--- src/rtl/instr_fetch_sequencer_pkg.sv ---
// rtl/instr_fetch_sequencer_pkg.sv - shared opcode definitions and instruction field helpers
package instr_fetch_sequencer_pkg;

    localparam int OPCODE_MSB = 27;
    localparam int OPCODE_LSB = 24;

    localparam logic [3:0] OP_NOP  = 4'h0;
    localparam logic [3:0] OP_STO  = 4'h1;
    localparam logic [3:0] OP_ADD  = 4'h2;
    localparam logic [3:0] OP_SUB  = 4'h3;
    localparam logic [3:0] OP_LED  = 4'h4;
    localparam logic [3:0] OP_HALT = 4'hF;

    function automatic logic [3:0] opcode_of(input logic [27:0] instr);
        return instr[OPCODE_MSB:OPCODE_LSB];
    endfunction

endpackage

--- src/rtl/instr_fetch_sequencer_if.sv ---
// rtl/instr_fetch_sequencer_if.sv - ROM, decode-handshake, branch and counter signals of the fetch sequencer
interface instr_fetch_sequencer_if;

    logic [15:0] oRomAddress;
    logic [27:0] iRomInstruction;
    logic [27:0] oInstruction;
    logic [15:0] oPC;
    logic        oValid;
    logic        iReady;
    logic        iBranchTaken;
    logic [15:0] iBranchTarget;
    logic        oHalted;
    logic [31:0] oFetchCount;
    logic [31:0] oStallCount;

    modport master (
        output oRomAddress, oInstruction, oPC, oValid, oHalted, oFetchCount, oStallCount,
        input  iRomInstruction, iReady, iBranchTaken, iBranchTarget
    );

    modport slave (
        input  oRomAddress, oInstruction, oPC, oValid, oHalted, oFetchCount, oStallCount,
        output iRomInstruction, iReady, iBranchTaken, iBranchTarget
    );

endinterface

--- src/rtl/instr_fetch_sequencer_perf.sv ---
// rtl/instr_fetch_sequencer_perf.sv - saturating fetch/stall counters, present only with IFETCH_PERF_CNT_EN
module instr_fetch_sequencer_perf (
    input  logic        clk,
    input  logic        rst,
    input  logic        valid,
    input  logic        ready,
    output logic [31:0] fetch_count,
    output logic [31:0] stall_count
);

`ifdef IFETCH_PERF_CNT_EN
    always_ff @(posedge clk or posedge rst) begin
        if (rst) begin
            fetch_count <= 32'd0;
            stall_count <= 32'd0;
        end else begin
            if (valid && ready && fetch_count != 32'hFFFF_FFFF)
                fetch_count <= fetch_count + 32'd1;
            if (valid && !ready && stall_count != 32'hFFFF_FFFF)
                stall_count <= stall_count + 32'd1;
        end
    end
`else
    logic unused_inputs;
    assign unused_inputs = ^{clk, rst, valid, ready};
    assign fetch_count   = 32'd0;
    assign stall_count   = 32'd0;
`endif

endmodule

--- src/rtl/instr_fetch_sequencer.sv ---
// rtl/instr_fetch_sequencer.sv - ROM fetch sequencer with decode handshake, branch redirect and halt drain
// Optional performance counters enabled by defining IFETCH_PERF_CNT_EN.
module instr_fetch_sequencer
    import instr_fetch_sequencer_pkg::*;
#(
    parameter logic [15:0] RESET_VECTOR = 16'd0,
    parameter logic [3:0]  HALT_OPCODE  = OP_HALT
) (
    input  logic                        Clock,
    input  logic                        Reset,
    instr_fetch_sequencer_if.master     bus
);

    typedef enum logic [1:0] {
        IDLE   = 2'd0,
        RUN    = 2'd1,
        DRAIN  = 2'd2,
        HALTED = 2'd3
    } state_t;

    state_t      state_q, state_d;
    logic [15:0] pc_q, pc_d;
    logic [15:0] opc_q, opc_d;
    logic [27:0] instr_q, instr_d;
    logic        valid_q, valid_d;

    always_ff @(posedge Clock or posedge Reset) begin
        if (Reset) begin
            state_q <= IDLE;
            pc_q    <= RESET_VECTOR;
            opc_q   <= 16'd0;
            instr_q <= 28'd0;
            valid_q <= 1'b0;
        end else begin
            state_q <= state_d;
            pc_q    <= pc_d;
            opc_q   <= opc_d;
            instr_q <= instr_d;
            valid_q <= valid_d;
        end
    end

    always_comb begin
        state_d = state_q;
        pc_d    = pc_q;
        opc_d   = opc_q;
        instr_d = instr_q;
        valid_d = valid_q;
        case (state_q)
            IDLE: state_d = RUN;
            RUN: begin
                if (!valid_q || bus.iReady) begin
                    instr_d = bus.iRomInstruction;
                    opc_d   = pc_q;
                    valid_d = 1'b1;
                    // The halt word is presented but PC stays on it, so the ROM address freezes there.
                    if (opcode_of(bus.iRomInstruction) == HALT_OPCODE)
                        state_d = DRAIN;
                    else
                        pc_d = pc_q + 16'd1;
                end
            end
            DRAIN: begin
                if (valid_q && bus.iReady) begin
                    valid_d = 1'b0;
                    state_d = HALTED;
                end
            end
            HALTED: ;
            default: state_d = IDLE;
        endcase
        // A redirect wins over everything; any presented word is dropped or already accepted.
        if (bus.iBranchTaken && state_q != IDLE) begin
            pc_d    = bus.iBranchTarget;
            valid_d = 1'b0;
            state_d = RUN;
        end
    end

    assign bus.oRomAddress  = pc_q;
    assign bus.oInstruction = instr_q;
    assign bus.oPC          = opc_q;
    assign bus.oValid       = valid_q;
    assign bus.oHalted      = (state_q == HALTED);

    instr_fetch_sequencer_perf u_perf (
        .clk         (Clock),
        .rst         (Reset),
        .valid       (valid_q),
        .ready       (bus.iReady),
        .fetch_count (bus.oFetchCount),
        .stall_count (bus.oStallCount)
    );

endmodule

--- src/flat_wrapper.sv ---
// flat-port wrapper written by rule: the top's interface ports become plain ports
module instr_fetch_sequencer_flat import instr_fetch_sequencer_pkg::*;
#(
    parameter logic [15:0] RESET_VECTOR = 16'd0,
    parameter logic [3:0]  HALT_OPCODE  = OP_HALT
)
  (Clock, Reset, bus_oRomAddress, bus_oInstruction, bus_oPC, bus_oValid, bus_oHalted, bus_oFetchCount, bus_oStallCount, bus_iRomInstruction, bus_iReady, bus_iBranchTaken, bus_iBranchTarget);
  instr_fetch_sequencer_if bus_i ();
  input  logic Clock;
  input  logic Reset;
  output wire logic [$bits(bus_i.oRomAddress)-1:0] bus_oRomAddress;
  output wire logic [$bits(bus_i.oInstruction)-1:0] bus_oInstruction;
  output wire logic [$bits(bus_i.oPC)-1:0] bus_oPC;
  output wire logic [$bits(bus_i.oValid)-1:0] bus_oValid;
  output wire logic [$bits(bus_i.oHalted)-1:0] bus_oHalted;
  output wire logic [$bits(bus_i.oFetchCount)-1:0] bus_oFetchCount;
  output wire logic [$bits(bus_i.oStallCount)-1:0] bus_oStallCount;
  input wire logic [$bits(bus_i.iRomInstruction)-1:0] bus_iRomInstruction;
  input wire logic [$bits(bus_i.iReady)-1:0] bus_iReady;
  input wire logic [$bits(bus_i.iBranchTaken)-1:0] bus_iBranchTaken;
  input wire logic [$bits(bus_i.iBranchTarget)-1:0] bus_iBranchTarget;
  assign bus_oRomAddress = bus_i.oRomAddress;
  assign bus_oInstruction = bus_i.oInstruction;
  assign bus_oPC = bus_i.oPC;
  assign bus_oValid = bus_i.oValid;
  assign bus_oHalted = bus_i.oHalted;
  assign bus_oFetchCount = bus_i.oFetchCount;
  assign bus_oStallCount = bus_i.oStallCount;
  assign bus_i.iRomInstruction = bus_iRomInstruction;
  assign bus_i.iReady = bus_iReady;
  assign bus_i.iBranchTaken = bus_iBranchTaken;
  assign bus_i.iBranchTarget = bus_iBranchTarget;
  instr_fetch_sequencer #(.RESET_VECTOR(RESET_VECTOR), .HALT_OPCODE(HALT_OPCODE)) u_core (.Clock(Clock), .Reset(Reset), .bus(bus_i));
endmodule
--- config.mk ---
export PLATFORM = sky130hd
export DESIGN_NAME = instr_fetch_sequencer_flat
export DESIGN_NICKNAME = d
export VERILOG_FILES = /design/src/rtl/instr_fetch_sequencer_pkg.sv /design/src/rtl/instr_fetch_sequencer_if.sv /design/src/rtl/instr_fetch_sequencer_perf.sv /design/src/rtl/instr_fetch_sequencer.sv /design/src/flat_wrapper.sv
export SDC_FILE = /design/constraint.sdc
export NUM_CORES = 1
export LEC_CHECK = 0
export CORE_MARGIN = 4
export CORE_UTILIZATION = 42
export CTS_BUF_LIST = sky130_fd_sc_hd__clkbuf_4 sky130_fd_sc_hd__clkbuf_8 sky130_fd_sc_hd__clkbuf_16
export CTS_CLUSTER_DIAMETER = 50
export DETAILED_ROUTE_END_ITERATION = 12
export PLACE_DENSITY_LB_ADDON = 0.15
export SLEW_MARGIN = 20
export SYNTH_ARGS = -nofsm -noshare
export SYNTH_HDL_FRONTEND = slang
export SYNTH_SLANG_ARGS = --single-unit
--- constraint.sdc ---
create_clock -name Clock -period 4.9 [get_ports Clock]
set_input_delay 0.98 -clock Clock [delete_from_list [all_inputs] [get_ports Clock]]
set_output_delay 0.98 -clock Clock [all_outputs]
set_load 0.005 [all_outputs]
==> results.md, run 1 <==
- Status: completed
- Antenna diode count: 0
- Post-layout net count: 469
- Worst Setup EP: u_core.bus.oRomAddress[11]$_DFFE_PP0P_
- RD Place Congestion: 0.775
- Final instance area: 0.00466 mm²
- Most common cell after layout, fill and taps aside: clkdlybuf4s50_1
- Worst EP required: 5.08 ns
- RSZ-0062 raised after global routing: no
- Distinct cells, synth: 45
- Setup CP Type: in2reg
- CORE AREA: 0.00822 mm²
- TritonRoute pass-1 iters: 4
- IO Count: 174
- Hold Slack: 0.505 ns
- Final Max Slew Viols: 0
- Origin of the worst setup path: bus_iReady
- WL/cell: 15.3 µm
- Reg-to-reg endpoint: u_core.bus.oRomAddress[11]$_DFFE_PP0P_
- Final Hold Fails: 0
- Sequential share of the synthesized area: 44.4%
- Reg-to-Reg Start: u_core.state_q[0]$_DFFE_PP0P_
- Core Util, Final: around 57%
- CP peak stage delay: 0.96 ns
- CP arrival: 3.34 ns
- Net Sw Frac: 33.1%
- Max rail drop VDD: between 200 and 300 µV
- CTS tree: done
- Pwr per Cell Area: 595 mW/mm²
- Max Fanout on Critical Path: 18
- GRT Total Usage: 16.4%
- CTS max path bufs: 2
- Post-route DRC: 0
- Setup slack, reg-to-reg: roughly 2.1 ns
- Worst setup SP type: primary input
- Die W: ~100 µm
- Int Pwr: 1.85 mW
- PnR Total Power: 2.77 mW
- Initial antenna violation count: 0
- Cell row count: 33
- Vias post-DR: 2586
- Top post-synthesis cells by area: dfrtp_1 (44%), buf_4 (14%), mux2_2 (14%)
- Crit-path cells: clkdlybuf4s50_1 > and3b_1 > a221o_1 > nor2_1 > a2bb2oi_1
- Cts repair resizes: 0
- MaxCap Viol Count: 0
- Worst Reg-to-Reg Cells: 6
- Yosys top cell area share: 44.4%
- Clock power share: 17.0%
- Die span in y: 100 µm
- Die area: 0.00999 mm²
- # clock sinks: between 60 and 70
- Total CTS buffers: 9
- Number of synthesized flops with an enable pin: 0
- Critical path depth in cells: 5
- Largest net degree at the start of global routing: 46
- Layout cells sized above 1: approximately a fifth
- Area post-placement: 0.00444 mm²
- Slew HR: 26.0%
- Avg Synthesized Cell Area: 11.3 µm²
- Root buffer cell: clkbuf_8
- # setup viols final: 0
- Setup TNS: 0 ns
- Yosys reg bits: 63
- Comb power frac: 47.6%
- Post-DRT Antenna Nets: 0
- Tcrit/Tclk final: 64.5%
- Synthesized area: 0.00355 mm²
- Net switching power: 0.916 mW
- Crit path capture type: flop
- Final critical-path required period: 3.16 ns
- DRT iter0 DRCs: ~110
- Register share of total power: a little over a third
- Max Fclk: approximately 0.32 GHz
- Critical-path top delay cell: nor2_1
- Slew @ Worst Pin: 1.11 ns
- Final HPWL DP: around 5700 µm
- Via density: 4.92
- Crit path max-delay family: simple AND/OR/NAND/NOR gates
- Worst Skew: a little over 0.009 ns
- Worst min-delay path category: reg2reg
- WL final: 8050 µm
- Buf/Inv on CP: 1
- CTS Hold Bufs: 0
- Clock transition at path regs: about 0.080 ns
- Vias in the first global route: 2513
- Latest clock arrival within the worst-skew pair: approximately 0.35 ns
- Async SR Flop Fraction: 100%
- Most frequent cells in the layout: clkdlybuf4s50_1 (109), conb_1 (64), dfrtp_1 (63), mux2_2 (43), nand2_1 (12)
- Yosys top cell by area: dfrtp_1
- Yosys warns: 0
- Mapped Cells: 315
- Most used DFF post-synth: dfrtp_1
- Initial Util: a little over two fifths
- Synth-to-layout area growth: 31.1%
- IO Port Bufs: 109
- CTS H-tree lvls: 3
- Setup Fix Bufs, Post-CTS: 0
- GR Overflow Total: 0
- First-pass GRT wire length: 12900 µm
- Leakage: between 1.5 and 2 nW
==> through the flow <==
| step | setup WS (ns) | instances |
|---|---|---|
| floorplan | 2.35 | 378 |
| global placement | 1.46 | 510 |
| detailed placement | 1.34 | 510 |
| CTS | 1.73 | 526 |
| global route | 1.60 | 526 |
| finish | 1.74 | 526 |
==> worst min path at each step <==
stage,start,to,slack [ns],cells after the start
6_report,u_core.bus.oInstruction[4]$_DFFE_PP0P_,u_core.bus.oInstruction[4]$_DFFE_PP0P_,0.50,1
5_1_grt,u_core.bus.oInstruction[16]$_DFFE_PP0P_,u_core.bus.oInstruction[16]$_DFFE_PP0P_,0.53,1
4_1_cts,u_core.bus.oInstruction[20]$_DFFE_PP0P_,u_core.bus.oInstruction[20]$_DFFE_PP0P_,0.51,1
3_5_place_dp,u_core.bus.oPC[1]$_DFFE_PP0P_,u_core.bus.oPC[1]$_DFFE_PP0P_,0.49,1
3_3_place_gp,u_core.bus.oPC[11]$_DFFE_PP0P_,u_core.bus.oPC[11]$_DFFE_PP0P_,0.47,2
2_1_floorplan,u_core.bus.oPC[11]$_DFFE_PP0P_,u_core.bus.oPC[11]$_DFFE_PP0P_,0.47,2
==> registers in the layout, summed over array words and instances, names as in the netlist <==
| register | count |
|---|---|
| u_core.state_q | 2 |
| u_core.bus.oValid | 1 |
| u_core.bus.oPC | 16 |
| u_core.bus.oRomAddress | 16 |
| u_core.bus.oInstruction | 28 |
==> final cells by class <==
cell class                 count  area (µm²)
multi-input combinational    227        1620
tap                          105         131
inverter                       4        15.0
fill                         724        3560
sequential                    63        1580
clock inverter                 6        70.1
clock buffer                  10         138
timing repair buffer         111        1110
==> power groups by stage <==
stage	registers, mW	logic [mW]	clock network (mW)
global route	1.03	1.44	0.508
detailed placement	0.990	1.33	0
finish	0.980	1.32	0.470
CTS	0.983	1.34	0.485
global placement	0.980	1.32	0
floorplan	0.977	0.698	0
==> layer usage <==
metal  part of all wire [%]  track usage, %  vias up
li1                       -               -     1201
met1                     42            21.6     1255
met2                     46            24.2      123
met3                     11            7.09        7
met4                   0.48            5.67        0
met5                      0               0        -
==> cell usage after synthesis, types with 2 or more instances <==
cell and instances:
a21o_1 2, a21oi_1 3, a2bb2oi_1 6, a2bb2oi_2 6, a31oi_1 5, a32oi_1 2
a41oi_1 3, and2_1 2, and3_1 4, and4_1 3, buf_2 12, buf_4 65
buf_6 2, clkbuf_1 5, dfrtp_1 63, ha_1 5, inv_1 3, mux2_2 43
mux2i_1 3, nand2_1 13, nand2b_1 2, nand3_1 5, nand4_1 7, nor2_1 6
nor3_1 5, nor3_2 6, o21ai_0 8, o21ai_1 3, o22a_1 2, o22ai_1 5
o31ai_2 2
==> logic make-up (layout without fill, tap and decap cells) <==
family,after synthesis,after routing,synth area share (%)
buf+inv,88,131,17.0
flops,63,63,44.4
simple gates,57,57,9.48
compound gates,55,55,12.8
mux,46,46,14.5
fa+ha+maj,5,5,1.76
other cells,1,64,0.106
(Power assumes the default switching activity.)
==> inputs of run 2 (changes only) <==
CORE_UTILIZATION = 41   (was 42)
clock period = 3.2 ns   (was 4.9 ns; I/O delays follow)
==> results.md, run 2 (synthesized netlist as in run 1, its figures left out) <==
- Slew @ Worst Pin: 0.770 ns (was 1.11 ns)
- Max rail drop VDD: 457 µV (was 285 µV)
- Initial Util: 42.6% (was 43.2%)
- Cell row count: 33 (unchanged)
- CP arrival: 2.56 ns (was 3.34 ns)
- Post-DRT Antenna Nets: 0 (unchanged)
- Most common cell after layout, fill and taps aside: clkdlybuf4s50_1 (unchanged)
- Worst EP required: 3.47 ns (was 5.08 ns)
- Die area: 0.0102 mm² (was 0.00999 mm²)
- Critical-path top delay cell: a221o_1 (was nor2_1)
- Post-layout net count: 474 (was 469)
- First-pass GRT wire length: 12900 µm (about the same)
- WL/cell: 16.0 µm (was 15.3 µm)
- Final Max Slew Viols: 0 (unchanged)
- CTS tree: done (unchanged)
- MaxCap Viol Count: 0 (unchanged)
- Layout cells sized above 1: 20.4% (was 20.0%)
- CTS H-tree lvls: 3 (unchanged)
- Die W: 101 µm (was 100 µm)
- DRT iter0 DRCs: 109 (was 108)
- Total CTS buffers: 9 (unchanged)
- GR Overflow Total: 0 (unchanged)
- RSZ-0062 raised after global routing: no (unchanged)
- Worst Skew: 0.0138 ns (was 0.00932 ns)
- CORE AREA: 0.00834 mm² (was 0.00822 mm²)
- Max Fanout on Critical Path: 18 (unchanged)
- Final setup margin: 0.910 ns (was 1.74 ns)
- Status: completed (unchanged)
- Fillers: 704 (was 724)
- Clock transition at path regs: 0.08 ns (about the same)
- IO Count: 174 (unchanged)
- Antenna diode count: 0 (unchanged)
- Synth-to-layout area growth: 32.7% (was 31.1%)
- Die span in y: 101 µm (was 100 µm)
- CP peak stage delay: 0.65 ns (was 0.96 ns)
- Slew HR: 48.7% (was 26.0%)
- Setup TNS: 0 ns (unchanged)
- Worst min-delay path category: reg2reg (unchanged)
- Setup CP Type: in2reg (unchanged)
- CTS Hold Bufs: 0 (unchanged)
- GRT Total Usage: 16.2% (was 16.4%)
- Crit-path cells: clkdlybuf4s50_1 > and4_4 > a221o_1 > nor2_1 > buf_4 > a2bb2oi_1 (was clkdlybuf4s50_1 > and3b_1 > a221o_1 > nor2_1 > a2bb2oi_1)
- WL final: 8490 µm (was 8050 µm)
- Worst setup SP type: primary input (unchanged)
- RD Place Congestion: 0.817 (was 0.775)
- Via density: 4.87 (was 4.92)
- Setup Fix Bufs, Post-CTS: 0 (unchanged)
- Cts repair resizes: 0 (unchanged)
- Post-route DRC: 0 (unchanged)
- Latest clock arrival within the worst-skew pair: 0.34 ns (was 0.35 ns)
- Vias in the first global route: 2482 (was 2513)
- Tcrit/Tclk final: 71.6%
- Vias post-DR: 2587 (was 2586)
- Pwr per Cell Area: 916 mW/mm² (was 595 mW/mm²)
- DP Worst Slack: 0.533 ns (was 1.34 ns)
- Largest register FFs: 28 (unchanged)
- Final HPWL DP: 6210 µm (was 5730 µm)
- Final Hold Fails: 0 (unchanged)
- Largest net degree at the start of global routing: 38 (was 46)
- Max Fclk: between 0.4 and 0.5 GHz
- Leakage: 2.01 nW (was 1.97 nW)
- Final critical-path required period: approximately 2.3 ns
- Final instance area: 0.00471 mm² (was 0.00466 mm²)
- Initial antenna violation count: 0 (unchanged)
- # clock sinks: 63 (unchanged)
- Crit path capture type: flop (unchanged)
- IO Port Bufs: 109 (unchanged)
- CTS max path bufs: 2 (unchanged)
- Most frequent cells in the layout: clkdlybuf4s50_1 (109), conb_1 (64), dfrtp_1 (63), mux2_2 (43), nand2_1 (12) (unchanged)
- Root buffer cell: clkbuf_8 (unchanged)
- Area post-placement: 0.00450 mm² (was 0.00444 mm²)
- # setup viols final: 0 (unchanged)
- TritonRoute pass-1 iters: 4 (unchanged)
-- run 2: cell count changes in the layout (fill, tap and decap cells not counted), sizes merged --
cell      before  now
buf            2    7
clkbuf        10   12
clkinv         2    1
clkinvlp       3    2
-- run 2: metal layers --
layer / vias to the layer above / GRT usage, % / part of all wire [%]
met2: 122 / 24.6 / 45
met4: 0 / 5.93 / 1.3
met5: - / 0 / 0
met3: 9 / 6.64 / 11
li1: 1208 / - / -
met1: 1248 / 20.6 / 43
-- run 2: cell type report --
class	instances	area (µm²)	share of cell area, %
clock inverter	4	53.8	1.14
inverter	4	15.0	0.319
clock buffer	12	159	3.37
sequential	63	1580	33.4
tap	105	131	2.79
multi-input combinational	227	1610	34.1
timing repair buffer	116	1170	24.8
-- run 2: critical path, delay by kind of cell --
family	cells	cell delay, ns
AO/OA/AOI/OAI	2	0.78
buffers and inverters	2	0.73
AND/OR/NAND/NOR	2	0.41
-- run 2: worst paths after layout --
check,startpoint,end,slack [ns],cells past startpoint
max reg2reg,u_core.state_q[0]$_DFFE_PP0P_,u_core.bus.oRomAddress[0]$_DFFE_PP0P_,0.96,6
max in group asynchronous,Reset,u_core.bus.oRomAddress[0]$_DFFE_PP0P_,1.88,3
max,bus_iRomInstruction[26],u_core.bus.oRomAddress[14]$_DFFE_PP0P_,0.91,6
min reg2reg,u_core.bus.oPC[11]$_DFFE_PP0P_,u_core.bus.oPC[11]$_DFFE_PP0P_,0.49,2
min in group asynchronous,Reset,u_core.bus.oInstruction[5]$_DFFE_PP0P_,0.70,2
min,u_core.bus.oPC[11]$_DFFE_PP0P_,u_core.bus.oPC[11]$_DFFE_PP0P_,0.49,2
-- run 2: power breakdown --
part / total, mW / leakage, nW / switching (mW) / internal (mW)
Clock: 0.735 / 0.102 / 0.323 / 0.413
Sequential: 1.51 / 0.719 / 0.324 / 1.19
Combinational: 2.07 / 1.19 / 0.768 / 1.30
Total: 4.32 / 2.01 / 1.41 / 2.90
-- run 2: stage by stage --
step	std cells	hold slack, ns	power, mW	utilization (%)
6_report	531	0.489	4.32	56.5
5_1_grt	531	0.510	4.61	56.5
4_1_cts	531	0.494	4.38	56.5
3_5_place_dp	515	0.477	3.62	54.0
3_3_place_gp	515	0.465	3.58	54.0
2_1_floorplan	378	0.473	2.56	-
